## src/rtl/dbus_uncached_bridge_if.sv

```systemverilog
// Data-bus / cache-bus record types and the bundle that carries them between
// the CPU-side request port and the cbus arbiter.
package dbus_uncached_bridge_pkg;
  typedef logic [2:0] msize_t;
  typedef logic [3:0] mlen_t;

  localparam msize_t MSIZE1 = 3'd0;
  localparam msize_t MSIZE2 = 3'd1;
  localparam msize_t MSIZE4 = 3'd2;
  localparam msize_t MSIZE8 = 3'd3;
  localparam mlen_t  MLEN1  = 4'd0;

  typedef struct packed {
    logic        valid;
    msize_t      size;
    logic [31:0] addr;
    logic [3:0]  strobe;
    logic [31:0] data;
  } dbus_req_t;

  typedef struct packed {
    logic        addr_ok;
    logic        data_ok;
    logic [31:0] data;
  } dbus_resp_t;

  typedef struct packed {
    logic        valid;
    logic        is_write;
    msize_t      size;
    logic [31:0] addr;
    logic [3:0]  strobe;
    logic [31:0] data;
    mlen_t       len;
  } cbus_req_t;

  typedef struct packed {
    logic        ready;
    logic        last;
    logic [31:0] data;
  } cbus_resp_t;
endpackage

interface dbus_uncached_bridge_if;
  import dbus_uncached_bridge_pkg::*;

  dbus_req_t  dreq;
  dbus_resp_t dresp;
  cbus_req_t  creq;
  cbus_resp_t cresp;

  modport slave  (input dreq, input cresp, output dresp, output creq);
  modport master (output dreq, output cresp, input dresp, input creq);
endinterface

```

## src/rtl/dbus_uncached_bridge.sv

```systemverilog
// Single-outstanding bridge turning uncached dbus requests into one-beat cbus
// transactions; the response to the CPU is always taken from a register.
//
//   state   | meaning
//   --------+--------------------------------------------------------------
//   IDLE    | addr_ok follows dreq.valid; a valid request is latched
//   BUSY    | creq driven from the latched request until ready & last
//   DONE    | one-cycle data_ok carrying the registered bus data
module dbus_uncached_bridge
  import dbus_uncached_bridge_pkg::*;
(
  input  logic                  clk,
  input  logic                  resetn,
  dbus_uncached_bridge_if.slave bus_if
);

  typedef enum logic [1:0] {
    ST_IDLE = 2'd0,
    ST_BUSY = 2'd1,
    ST_DONE = 2'd2
  } state_t;

  state_t      r_state;
  state_t      w_state_nxt;
  msize_t      r_size;
  logic [31:0] r_addr;
  logic [3:0]  r_strobe;
  logic [31:0] r_wdata;
  logic [31:0] r_rdata;
  logic        w_accept;
  logic        w_bus_done;

  always_ff @(posedge clk or negedge resetn) begin
    if (!resetn) r_state <= ST_IDLE;
    else         r_state <= w_state_nxt;
  end

  always_ff @(posedge clk or negedge resetn) begin
    if (!resetn) begin
      r_size   <= '0;
      r_addr   <= '0;
      r_strobe <= '0;
      r_wdata  <= '0;
      r_rdata  <= '0;
    end else begin
      if (w_accept) begin
        r_size   <= bus_if.dreq.size;
        r_addr   <= bus_if.dreq.addr;
        r_strobe <= bus_if.dreq.strobe;
        r_wdata  <= bus_if.dreq.data;
      end
      if (w_bus_done) r_rdata <= bus_if.cresp.data;
    end
  end

  // creq is zero outside BUSY so the arbiter sees a clean idle request
  always_comb begin
    w_state_nxt  = r_state;
    w_accept     = 1'b0;
    w_bus_done   = 1'b0;
    bus_if.dresp = '0;
    bus_if.creq  = '0;
    case (r_state)
      ST_IDLE: begin
        bus_if.dresp.addr_ok = bus_if.dreq.valid;
        if (bus_if.dreq.valid) begin
          w_accept    = 1'b1;
          w_state_nxt = ST_BUSY;
        end
      end
      ST_BUSY: begin
        bus_if.creq.valid    = 1'b1;
        bus_if.creq.is_write = |r_strobe;
        bus_if.creq.size     = r_size;
        bus_if.creq.addr     = r_addr;
        bus_if.creq.strobe   = r_strobe;
        bus_if.creq.data     = r_wdata;
        bus_if.creq.len      = MLEN1;
        // ready without last cannot end a single-beat transfer
        if (bus_if.cresp.ready && bus_if.cresp.last) begin
          w_bus_done  = 1'b1;
          w_state_nxt = ST_DONE;
        end
      end
      ST_DONE: begin
        bus_if.dresp.data_ok = 1'b1;
        bus_if.dresp.data    = r_rdata;
        w_state_nxt          = ST_IDLE;
      end
      default: w_state_nxt = ST_IDLE;
    endcase
  end

endmodule

```

## src/flat_wrapper.sv

```systemverilog
// flat-port wrapper written by rule: the top's interface ports become plain ports
module dbus_uncached_bridge_flat import dbus_uncached_bridge_pkg::*;
  (clk, resetn, bus_if_dreq, bus_if_cresp, bus_if_dresp, bus_if_creq);
  dbus_uncached_bridge_if bus_if_i ();
  input  logic clk;
  input  logic resetn;
  input wire logic [$bits(bus_if_i.dreq)-1:0] bus_if_dreq;
  input wire logic [$bits(bus_if_i.cresp)-1:0] bus_if_cresp;
  output wire logic [$bits(bus_if_i.dresp)-1:0] bus_if_dresp;
  output wire logic [$bits(bus_if_i.creq)-1:0] bus_if_creq;
  assign bus_if_i.dreq = bus_if_dreq;
  assign bus_if_i.cresp = bus_if_cresp;
  assign bus_if_dresp = bus_if_i.dresp;
  assign bus_if_creq = bus_if_i.creq;
  dbus_uncached_bridge u_core (.clk(clk), .resetn(resetn), .bus_if(bus_if_i));
endmodule
```

## config.mk

```make
export PLATFORM = sky130hd
export DESIGN_NAME = dbus_uncached_bridge_flat
export DESIGN_NICKNAME = d
export VERILOG_FILES = /design/src/rtl/dbus_uncached_bridge_if.sv /design/src/rtl/dbus_uncached_bridge.sv /design/src/flat_wrapper.sv
export SDC_FILE = /design/constraint.sdc
export NUM_CORES = 1
export LEC_CHECK = 0
export BUFFER_PORTS_ARGS = -buffer_cell sky130_fd_sc_hd__clkbuf_2
export CAP_MARGIN = 25
export CORE_UTILIZATION = 41
export DETAILED_ROUTE_END_ITERATION = 8
export GPL_ROUTABILITY_DRIVEN = 0
export GPL_TIMING_DRIVEN = 1
export PLACE_DENSITY_LB_ADDON = 0.15
export SYNTH_ARGS = -nofsm -noshare
export SYNTH_HDL_FRONTEND = slang
export SYNTH_SLANG_ARGS = --single-unit
```

## constraint.sdc

```tcl
create_clock -name clk -period 1.9 [get_ports clk]
set_input_delay 0.19 -clock clk [delete_from_list [all_inputs] [get_ports clk]]
set_output_delay 0.19 -clock clk [all_outputs]
set_load 0.05 [all_outputs]
```

==> impl_results.md, run 1 <==
* Worst hold margin at between 0.07 and 0.08 ns
* Sequential area share after synthesis at between 50 and 60%
* Final setup vio count at 0
* Worst path slowest cell: dfrtp_2
* Diode count at 0
* Reg2reg end: u_core.r_wdata[12]
* Vias per Instance at 4.51
* Core Rows at 40
* Max Cap Viol at 0
* IO Pins at 219
* Worst setup SP type: flop
* Die outline width at 114 um
* Initial antenna violation count at 0
* Max VDD drop at approximately 560 uV
* Crit path time final at ~1.8 ns
* First-pass GRT wire length at between 15000 and 20000 um
* M3 GR Usage at around 5.8%
* Cell variety after synth at 17
* Static leakage at 3.63 nW
* Crit Path Max Fanout at 16
* Die Ht at around 110 um
* Clk_lat worst skew at 0.34 ns
* Starting Density at a little over two fifths
* Cells after DPL at just over 700
* Setup crit start: u_core.r_state[0]
* Status: finished clean
* Critical Path, Cell by Cell: nor2b_4, buf_12, clkbuf_16, and2_1, buf_2
* Worst EP arrival at around 1.6 ns
* Number of remaining DRC errors at 0
* WL final at roughly 11000 um
* Reg2Reg Depth at 3
* Tot GR Track Use at between 10% and 20%
* Cell Pwr Density at about 1400 nW/um2
* Pin count of the biggest net entering global routing at 65
* Final setup skew at ~0.0033 ns
* Max-slew violation count at 0
* P&R area growth vs syn at 36.0%
* Critical path depth at 5
* CP endpoint: bus_if_creq[28]
* Min-Delay Path Class: in -> reg
* Vias at ~3300
* Reg-to-reg critical path startpoint: u_core.r_state[0]
* Worst-path clk slew at about 0.070 ns
* RSZ-0062 raised after global routing: false
* Fin crit share at roughly 96%
* Final Hold Fails at 0
* Initial drt markers at 110
* Avg Cell Area, Syn at 14.8 um2
* Detail Route Antenna Nets at 0
* Die area at 13000 um2
* Pre-antenna DRT Iters at 4
* Routed WL per cell at around 15 um
* Busiest layer in global routing: met2
* Gr ovfl total at 0
* Max Fclk at 0.548 GHz
* Port buffer count at around 210
* Most frequent cells in the layout: clkbuf_2 (116), and2_1 (103), dfrtp_1 (103)
* Proportion of layout cells with a drive suffix above 1 at 62.0%
* Max incr delay on CP at approximately 0.42 ns
* Worst EP required at 1.71 ns
* Clock Sinks at around 110
* Post-route insts no fill at approximately 740
* Root Driver: clkbuf_16
* Vias in the first global route at between 3000 and 4000
* Nets@finish at between 600 and 700
* Grt met1 use at between 20% and 30%
* Critical path endpoint category: output pin
* Commonest non-fill, non-tap cell in the layout: clkbuf_2
* Worst path bufs/invs at 3
* H-tree lvl count at 3
* Total CTS buffers at 9
* Dpl hpwl at about 7700 um
* Mapped Area at about 5200 um2
* R2r setup slk at between 0.2 and 0.25 ns
* CTS tree: built
* Final core utilization at 57.9%
* Delay-heaviest family, CP: buffers and inverters
* Critical path type: reg -> out
* Cell count after synthesis at ~350
* CORE AREA at approximately 12000 um2
* Longest Clk Path Bufs at 2
* #FFs+latches synth at between 100 and 150
* Total power draw at about 0.01 W
* Synthesis Warnings at 0
* Setup TNS at 0 ns
* GR Util met2 at a little over a quarter
==> sequential cells by signal (all words and copies together) (netlist names) <==
name             count
u_core.r_addr       32
u_core.r_rdata      32
u_core.r_size        3
u_core.r_state       2
u_core.r_strobe      4
u_core.r_wdata      32
==> cell type report <==
class,instances,area (um2)
Tap cell,168,210
Timing Repair Buffer,231,1610
Inverter,1,3.75
Clock buffer,10,239
Sequential cell,105,2630
Clock inverter,4,45.0
Multi-Input combinational cell,217,2270
Fill cell,1055,5100
==> synth_stat cells <==
cell,instances,area [um2]
buf_4,7,52.6
a311oi_1,1,8.76
nor3b_2,1,12.5
nor2b_1,2,12.5
clkbuf_1,8,30.0
nand4b_4,1,23.8
mux2_2,5,56.3
conb_1,1,3.75
buf_6,4,45.0
inv_1,1,3.75
mux2_4,98,1470
buf_12,7,140
dfrtp_1,105,2630
nor2_1,1,3.75
and2_1,103,644
buf_2,2,10.0
o41a_1,1,11.3
==> repair_timing <==
item,in CTS,in global routing
setup endpoints to repair,94,82
gates cloned,0,3
pin swaps,0,1
hold buffers,1,0
buffers inserted,0,2
endpoints found under the hold margin,30,0
resized for setup,12,126
==> worst min path at each step <==
stage / start / to / slack (ns) / cells after the start
finish: bus_if_dreq[16] / u_core.r_wdata[16] / 0.08 / 2
global route: bus_if_cresp[8] / u_core.r_rdata[8] / 0.06 / 2
CTS: bus_if_dreq[69] / u_core.r_size[1] / 0.06 / 2
detailed placement: resetn / u_core.r_addr[5] / 0.17 / 1
global placement: resetn / u_core.r_addr[14] / 0.17 / 1
floorplan: resetn / u_core.r_addr[0] / -0.11 / 0
==> layer usage <==
metal,routed length (um),part of all wire (%)
met2,5500,49
met5,0,0
met4,133,1.2
met3,809,7.1
met1,4880,43
==> cells by family (layout without fill, tap and decap cells) <==
group                  Yosys count  in the layout  synth area share (%)
buffers and inverters           29            246                  5.46
multiplexers                   103            103                  29.6
other                            1              4                0.0727
AO/OA/AOI/OAI                    2              2                 0.388
flip-flops                     105            105                  50.9
AND/OR/NAND/NOR                108            108                  13.5
==> metrics by stage <==
stage	setup WS (ns)	cell area [um2]
2_1_floorplan	0.216	5170
3_3_place_gp	0.247	6480
3_5_place_dp	0.203	6480
4_1_cts	0.000485	6800
5_1_grt	0.00157	7010
6_report	0.0768	7010
==> worst register-to-register path: cells and delay by family, from the launching register on <==
family                 cells  cell delay, ns
DFF                        1            0.45
muxes                      1            0.42
buffers and inverters      1            0.35
and+or+nand+nor            1            0.32
==> report_power, final <==
group | total (W) | switching [W] | internal [W]
logic | 0.00480 | 0.00267 | 0.00213
clock network | 0.00180 | 0.000760 | 0.00104
registers | 0.00345 | 0.000422 | 0.00302
(Power assumes the default switching activity.)
==> inputs of run 2 (changes only) <==
--- a/config.mk
+++ b/config.mk
@@ -6,8 +6,8 @@
 export NUM_CORES = 1
 export LEC_CHECK = 0
 export BUFFER_PORTS_ARGS = -buffer_cell sky130_fd_sc_hd__clkbuf_2
-export CAP_MARGIN = 25
 export CORE_UTILIZATION = 41
+export CTS_BUF_LIST = sky130_fd_sc_hd__clkbuf_4
 export DETAILED_ROUTE_END_ITERATION = 8
 export GPL_ROUTABILITY_DRIVEN = 0
 export GPL_TIMING_DRIVEN = 1
==> impl_results.md, run 2 (synthesis results as in run 1) <==
* Fin crit share at 100% (was 96.0%)
* Worst EP arrival at 1.72 ns (was 1.63 ns)
* Delay-heaviest family, CP: buffers and inverters (unchanged)
* Diode count at 0 (unchanged)
* Static leakage at 4.36 nW (was 3.63 nW)
* Max Fclk at 0.524 GHz (was 0.548 GHz)
* Worst setup SP type: flop (unchanged)
* Starting Density at 42.6% (unchanged)
* Core Rows at 40 (unchanged)
* Port buffer count at 214 (unchanged)
* RSZ-0062 raised after global routing: true (was false)
* Setup crit start: u_core.r_state[0] (unchanged)
* PnR worst setup slack at -0.00808 ns (was 0.0768 ns)
* Pin count of the biggest net entering global routing at 50 (was 65)
* Max VDD drop at 847 uV (was 560 uV)
* Vias at 3929 (was 3317)
* First-pass GRT wire length at 21700 um (was 17200 um)
* Top Registers: u_core.r_addr: 32 flops, u_core.r_rdata: 32 flops, u_core.r_wdata: 32 flops (unchanged)
* Total power draw at 0.0110 W (was 0.0100 W)
* Most frequent cells in the layout: dlygate4sd3_1 (106), clkbuf_2 (106), dfrtp_1 (103) (was clkbuf_2 (116), and2_1 (103), dfrtp_1 (103))
* Violated checks: setup timing
* Clk_lat worst skew at 0.45 ns (was 0.34 ns)
* Status: finished, violations left (was finished clean)
* Clock Sinks at 105 (unchanged)
* Vias in the first global route at 4200 (was 3300)
* WL final at 14900 um (was 11300 um)
* Max-slew violation count at 0 (unchanged)
* Combinational power share at 58.2% (was 47.8%)
* CORE AREA at 12100 um2 (unchanged)
* Clk pwr share at 9.8% (was 17.9%)
* Die Ht at 114 um (unchanged)
* Cell Pwr Density at 1250 nW/um2 (was 1430 nW/um2)
* Detail Route Antenna Nets at 0 (unchanged)
* Worst-path clk slew at 0.14 ns (was 0.07 ns)
* P&R area growth vs syn at 70.8% (was 36.0%)
* Initial drt markers at 145 (was 110)
* Worst hold margin at 0.203 ns (was 0.0797 ns)
* Flop pwr share at 32.0% (was 34.3%)
* IO Pins at 219 (unchanged)
* Worst EP required at 1.71 ns (about the same)
* Final Hold Fails at 0 (unchanged)
* Worst path slowest cell: dfrtp_2 (unchanged)
* Reg-to-reg critical path startpoint: u_core.r_state[1] (was u_core.r_state[0])
* Vias per Instance at 4.61 (was 4.51)
* P_sw at 0.00425 W (was 0.00385 W)
* Die outline width at 114 um (unchanged)
* Routed WL per cell at 17.5 um (was 15.4 um)
* Max incr delay on CP at 0.43 ns (was 0.42 ns)
* Proportion of layout cells with a drive suffix above 1 at 61.8% (was 62.0%)
* Gr ovfl total at 0 (unchanged)
* Longest Clk Path Bufs at 2 (unchanged)
* Die area at 13000 um2 (unchanged)
* Tot GR Track Use at 21.9% (was 17.2%)
* Crit path time final at 1.91 ns (was 1.82 ns)
* Critical path depth at 5 (unchanged)
* Reg2Reg Depth at 5 (was 3)
* Initial antenna violation count at 0 (unchanged)
* CP endpoint: bus_if_creq[57] (was bus_if_creq[28])
* Worst path bufs/invs at 3 (unchanged)
* Final setup skew at 0.00853 ns (was 0.00332 ns)
* Reg2reg end: u_core.r_wdata[12] (unchanged)
* Pre-antenna DRT Iters at 6 (was 4)
* Critical Path, Cell by Cell: nor2b_4, buf_6, buf_16, and2_4, buf_8 (was nor2b_4, buf_12, clkbuf_16, and2_1, buf_2)
* Int Pwr at 0.00677 W (was 0.00619 W)
* Nets@finish at 789 (was 673)
* Critical path type: reg -> out (unchanged)
* CTS tree: built (unchanged)
* Crit Path Max Fanout at 16 (unchanged)
* Dpl hpwl at 7660 um (unchanged)
* Sw frac at 38.6% (was 38.4%)
* Min-Delay Path Class: in -> reg (unchanged)
* Root Driver: clkbuf_4 (was clkbuf_16)
* Max Cap Viol at 0 (unchanged)
* Final setup vio count at 11 (was 0)
* R2r setup slk at 0.07 ns (was 0.24 ns)
* Critical path endpoint category: output pin (unchanged)
* Setup TNS at -0.0366 ns (was 0 ns)
* Number of remaining DRC errors at 0 (unchanged)
* H-tree lvl count at 3 (unchanged)
* Total CTS buffers at 9 (unchanged)
-- run 2: cell type report --
type	instances	area [um2]
clock buffer	9	67.6
clock inverter	5	48.8
fill	800	3300
inverter	1	3.75
multi-input combinational	217	2430
sequential	105	2630
tap	168	210
timing repair buffer	347	3420
-- run 2: per-layer routing --
layer	wire [um]	global-route usage (%)
met5	0	0
met4	362	7.45
met3	758	5.56
met2	7910	39.3
met1	5880	25.4
-- run 2: worst reg2reg max path, cell delays in order, from the launching register on --
cell and delay, ns:
dfrtp_2 0.47, buf_4 0.15, nor3b_4 0.27, buf_6 0.16, buf_16 0.30, mux2_4 0.38
-- run 2: through the flow --
step                      utilization (%)  std cells  setup WS (ns)  area (um2)
final                                72.7        852       -0.00808        8810
after global routing                 72.7        852         -0.140        8810
after CTS                            69.9        844        -0.0806        8470
after detailed placement             53.5        716          0.203        6480
after global placement               53.5        716          0.247        6480
after floorplan                         -        351          0.216        5170
-- run 2: how the worst min path moves through the flow --
stage / from / end / cells past startpoint
after floorplan: resetn / u_core.r_addr[0] / 0
after global placement: resetn / u_core.r_addr[14] / 1
after detailed placement: resetn / u_core.r_addr[5] / 1
after CTS: bus_if_cresp[33] / u_core.r_state[1] / 3
after global routing: bus_if_cresp[33] / u_core.r_state[1] / 3
final: bus_if_cresp[33] / u_core.r_state[1] / 3
-- run 2: power by group through the flow --
| stage | clock (W) | combinational, W | sequential, W |
|---|---|---|---|
| 2_1_floorplan | 0 | 0.00365 | 0.00331 |
| 3_3_place_gp | 0 | 0.00450 | 0.00345 |
| 4_1_cts | 0.00112 | 0.00563 | 0.00344 |
| 3_5_place_dp | 0 | 0.00456 | 0.00345 |
| 5_1_grt | 0.00120 | 0.00666 | 0.00361 |
| 6_report | 0.00108 | 0.00641 | 0.00352 |
-- run 2: what timing repair did --
action | in CTS | in global routing
hold buffers | 106 | 0
endpoints found under the hold margin | 134 | 0
setup endpoints to repair | 106 | 106
setup buffers | 5 | 5
gates resized for setup | 173 | 130
pin swaps | 1 | 20
cloned | 3 | 3
==> inputs of run 3 (changes only) <==
--- a/config.mk
+++ b/config.mk
@@ -5,7 +5,7 @@
 export SDC_FILE = /design/constraint.sdc
 export NUM_CORES = 1
 export LEC_CHECK = 0
-export BUFFER_PORTS_ARGS = -buffer_cell sky130_fd_sc_hd__clkbuf_2
+export BUFFER_PORTS_ARGS = -buffer_cell sky130_fd_sc_hd__buf_4
 export CORE_UTILIZATION = 41
 export CTS_BUF_LIST = sky130_fd_sc_hd__clkbuf_4
 export DETAILED_ROUTE_END_ITERATION = 8
==> impl_results.md, run 3 (synthesis results as in run 1) <==
* Design area at 8740 um2 (was 8810 um2)
* Pre-antenna DRT Iters at 4 (was 6)
* R2r setup slk at 0.09 ns (was 0.07 ns)
* Reg2Reg Depth at 5 (unchanged)
* Commonest non-fill, non-tap cell in the layout: buf_4
* Critical path endpoint category: output pin (unchanged)
* Pin count of the biggest net entering global routing at 106 (was 50)
* Crit path time final at 1.93 ns (was 1.91 ns)
* Clk pwr share at 9.4% (was 9.8%)
* Setup crit start: u_core.r_state[1] (was u_core.r_state[0])
* Port buffer count at 214 (unchanged)
* CORE AREA at 12100 um2 (unchanged)
* Top Registers: u_core.r_addr: 32 flops, u_core.r_rdata: 32 flops, u_core.r_wdata: 32 flops (unchanged)
* Core Rows at 40 (unchanged)
* Number of remaining DRC errors at 0 (unchanged)
* Die outline width at 114 um (unchanged)
* Final Hold Fails at 0 (unchanged)
* Worst EP required at 1.71 ns (about the same)
* Worst setup SP type: flop (unchanged)
* RSZ-0062 raised after global routing: true (unchanged)
* P&R area growth vs syn at 69.4% (was 70.8%)
* Vias per Instance at 4.54 (was 4.61)
* Max_slew headroom at around 63%
* Worst-path clk slew at 0.14 ns (about the same)
* P_sw at 0.00410 W (was 0.00425 W)
* Max VDD drop at 716 uV (was 847 uV)
* Worst-margin pin slew at 0.552 ns
* Placed Area at 6840 um2 (was 6480 um2)
* Tot GR Track Use at 22.0% (was 21.9%)
* Flop pwr share at 33.6% (was 32.0%)
* Proportion of layout cells with a drive suffix above 1 at 57.0% (was 61.8%)
* Clk_lat worst skew at 0.46 ns (was 0.45 ns)
* Cell Pwr Density at 1180 nW/um2 (was 1250 nW/um2)
* Detail Route Antenna Nets at 0 (unchanged)
* CTS tree: built (unchanged)
* Sw frac at 39.7% (was 38.6%)
* Reg-to-reg critical path startpoint: u_core.r_state[1] (unchanged)
* Die area at 13000 um2 (unchanged)
* Vias in the first global route at 4229 (was 4200)
* Root Driver: clkbuf_4 (unchanged)
* Nets@finish at 781 (was 789)
* Clock Sinks at 105 (unchanged)
* Reg2reg end: u_core.r_strobe[3] (was u_core.r_wdata[12])
* Dpl hpwl at 7720 um (was 7660 um)
* PnR worst setup slack at -0.0303 ns (was -0.00808 ns)
* Routed WL per cell at 17.1 um (was 17.5 um)
* Critical path type: reg -> out (unchanged)
* First-pass GRT wire length at 21900 um (was 21700 um)
* Int Pwr at 0.00623 W (was 0.00677 W)
* Max Fclk at 0.518 GHz (was 0.524 GHz)
* Most frequent cells in the layout: buf_4 (126), dlygate4sd3_1 (106), dfrtp_1 (103) (was dlygate4sd3_1 (106), clkbuf_2 (106), dfrtp_1 (103))
* Status: finished, violations left (unchanged)
* Violated checks: setup timing (unchanged)
* Worst hold margin at 0.218 ns (was 0.203 ns)
* Min-Delay Path Class: in -> reg (unchanged)
* Fill cells at 800 (unchanged)
* Gr ovfl total at 0 (unchanged)
* Die Ht at 114 um (unchanged)
* Initial drt markers at 112 (was 145)
* CP endpoint: bus_if_creq[14] (was bus_if_creq[57])
* Final setup skew at 0.0133 ns (was 0.00853 ns)
* H-tree lvl count at 3 (unchanged)
* Longest Clk Path Bufs at 2 (unchanged)
* Crit Path Max Fanout at 15 (was 16)
* IO Pins at 219 (unchanged)
* Max-slew violation count at 0 (unchanged)
* Final setup vio count at 5 (was 11)
* Diode count at 0 (unchanged)
* Static leakage at 4.27 nW (was 4.36 nW)
* Fin crit share at 102% (was 100%)
* Combinational power share at 56.9% (was 58.2%)
* Vias at 3836 (was 3929)
* Total CTS buffers at 9 (unchanged)
* Initial antenna violation count at 0 (unchanged)
* WL final at 14500 um (was 14900 um)
* Max Cap Viol at 0 (unchanged)
* Starting Density at 42.6% (unchanged)
* Worst EP arrival at 1.74 ns (was 1.72 ns)
## run 3: area by class of cell
class | instances | area, um2 | area share (%)
clock inverter | 5 | 23.8 | 0.272
tap | 168 | 210 | 2.41
sequential | 105 | 2630 | 30.1
inverter | 1 | 3.75 | 0.0430
multi-input combinational | 217 | 2350 | 26.9
clock buffer | 10 | 75.1 | 0.859
timing repair buffer | 339 | 3440 | 39.4
## run 3: power by group through the flow
| stage | combinational [W] | clock (W) | sequential (W) |
|---|---|---|---|
| detailed placement | 0.00479 | 0 | 0.00345 |
| global placement | 0.00473 | 0 | 0.00343 |
| global route | 0.00613 | 0.00112 | 0.00357 |
| finish | 0.00588 | 0.000975 | 0.00347 |
| CTS | 0.00557 | 0.00104 | 0.00343 |
| floorplan | 0.00365 | 0 | 0.00331 |
## run 3: through the flow
step	setup WS, ns	cells	TNS, ns	util, %	power [W]
2_1_floorplan	0.216	351	0	-	0.00696
3_3_place_gp	0.281	713	0	56.5	0.00817
3_5_place_dp	0.255	713	0	56.5	0.00824
4_1_cts	-0.0644	846	-1.67	70.1	0.0100
5_1_grt	-0.160	845	-9.29	72.1	0.0108
6_report	-0.0303	845	-0.0570	72.1	0.0103
## run 3: worst min-delay path by stage
| stage | from | end | slack [ns] | depth (start not counted) |
|---|---|---|---|---|
| finish | bus_if_cresp[33] | u_core.r_state[1] | 0.22 | 3 |
| detailed placement | resetn | u_core.r_addr[11] | 0.31 | 2 |
| global placement | resetn | u_core.r_addr[14] | 0.30 | 2 |
| CTS | bus_if_cresp[33] | u_core.r_state[1] | 0.16 | 3 |
| floorplan | resetn | u_core.r_addr[0] | -0.11 | 0 |
| global route | bus_if_cresp[33] | u_core.r_state[1] | 0.17 | 3 |
## run 3: worst max-delay path, cell delays in order, from the launching register on
cell,delay (ns)
dfrtp_2,0.46
nor2b_4,0.19
buf_12,0.16
buf_16,0.14
and2_1,0.16
buf_6,0.17
## run 3: routing by layer
| metal | track usage (%) | up-vias | routed length (um) |
|---|---|---|---|
| li1 | - | 1786 | - |
| met5 | 0 | - | 0 |
| met3 | 6.83 | 14 | 903 |
| met4 | 6.23 | 0 | 197 |
| met2 | 39.3 | 130 | 7710 |
| met1 | 25.2 | 1906 | 5660 |
## run 3: repair_timing
action                                 4_1_cts  5_1_grt
hold buffers                               106        0
pin swaps                                    5       15
buffers inserted                             9        0
resized for setup                           85       80
endpoints found under the hold margin      209        0
cloned                                       4        1
setup endpoints to repair                  107      105
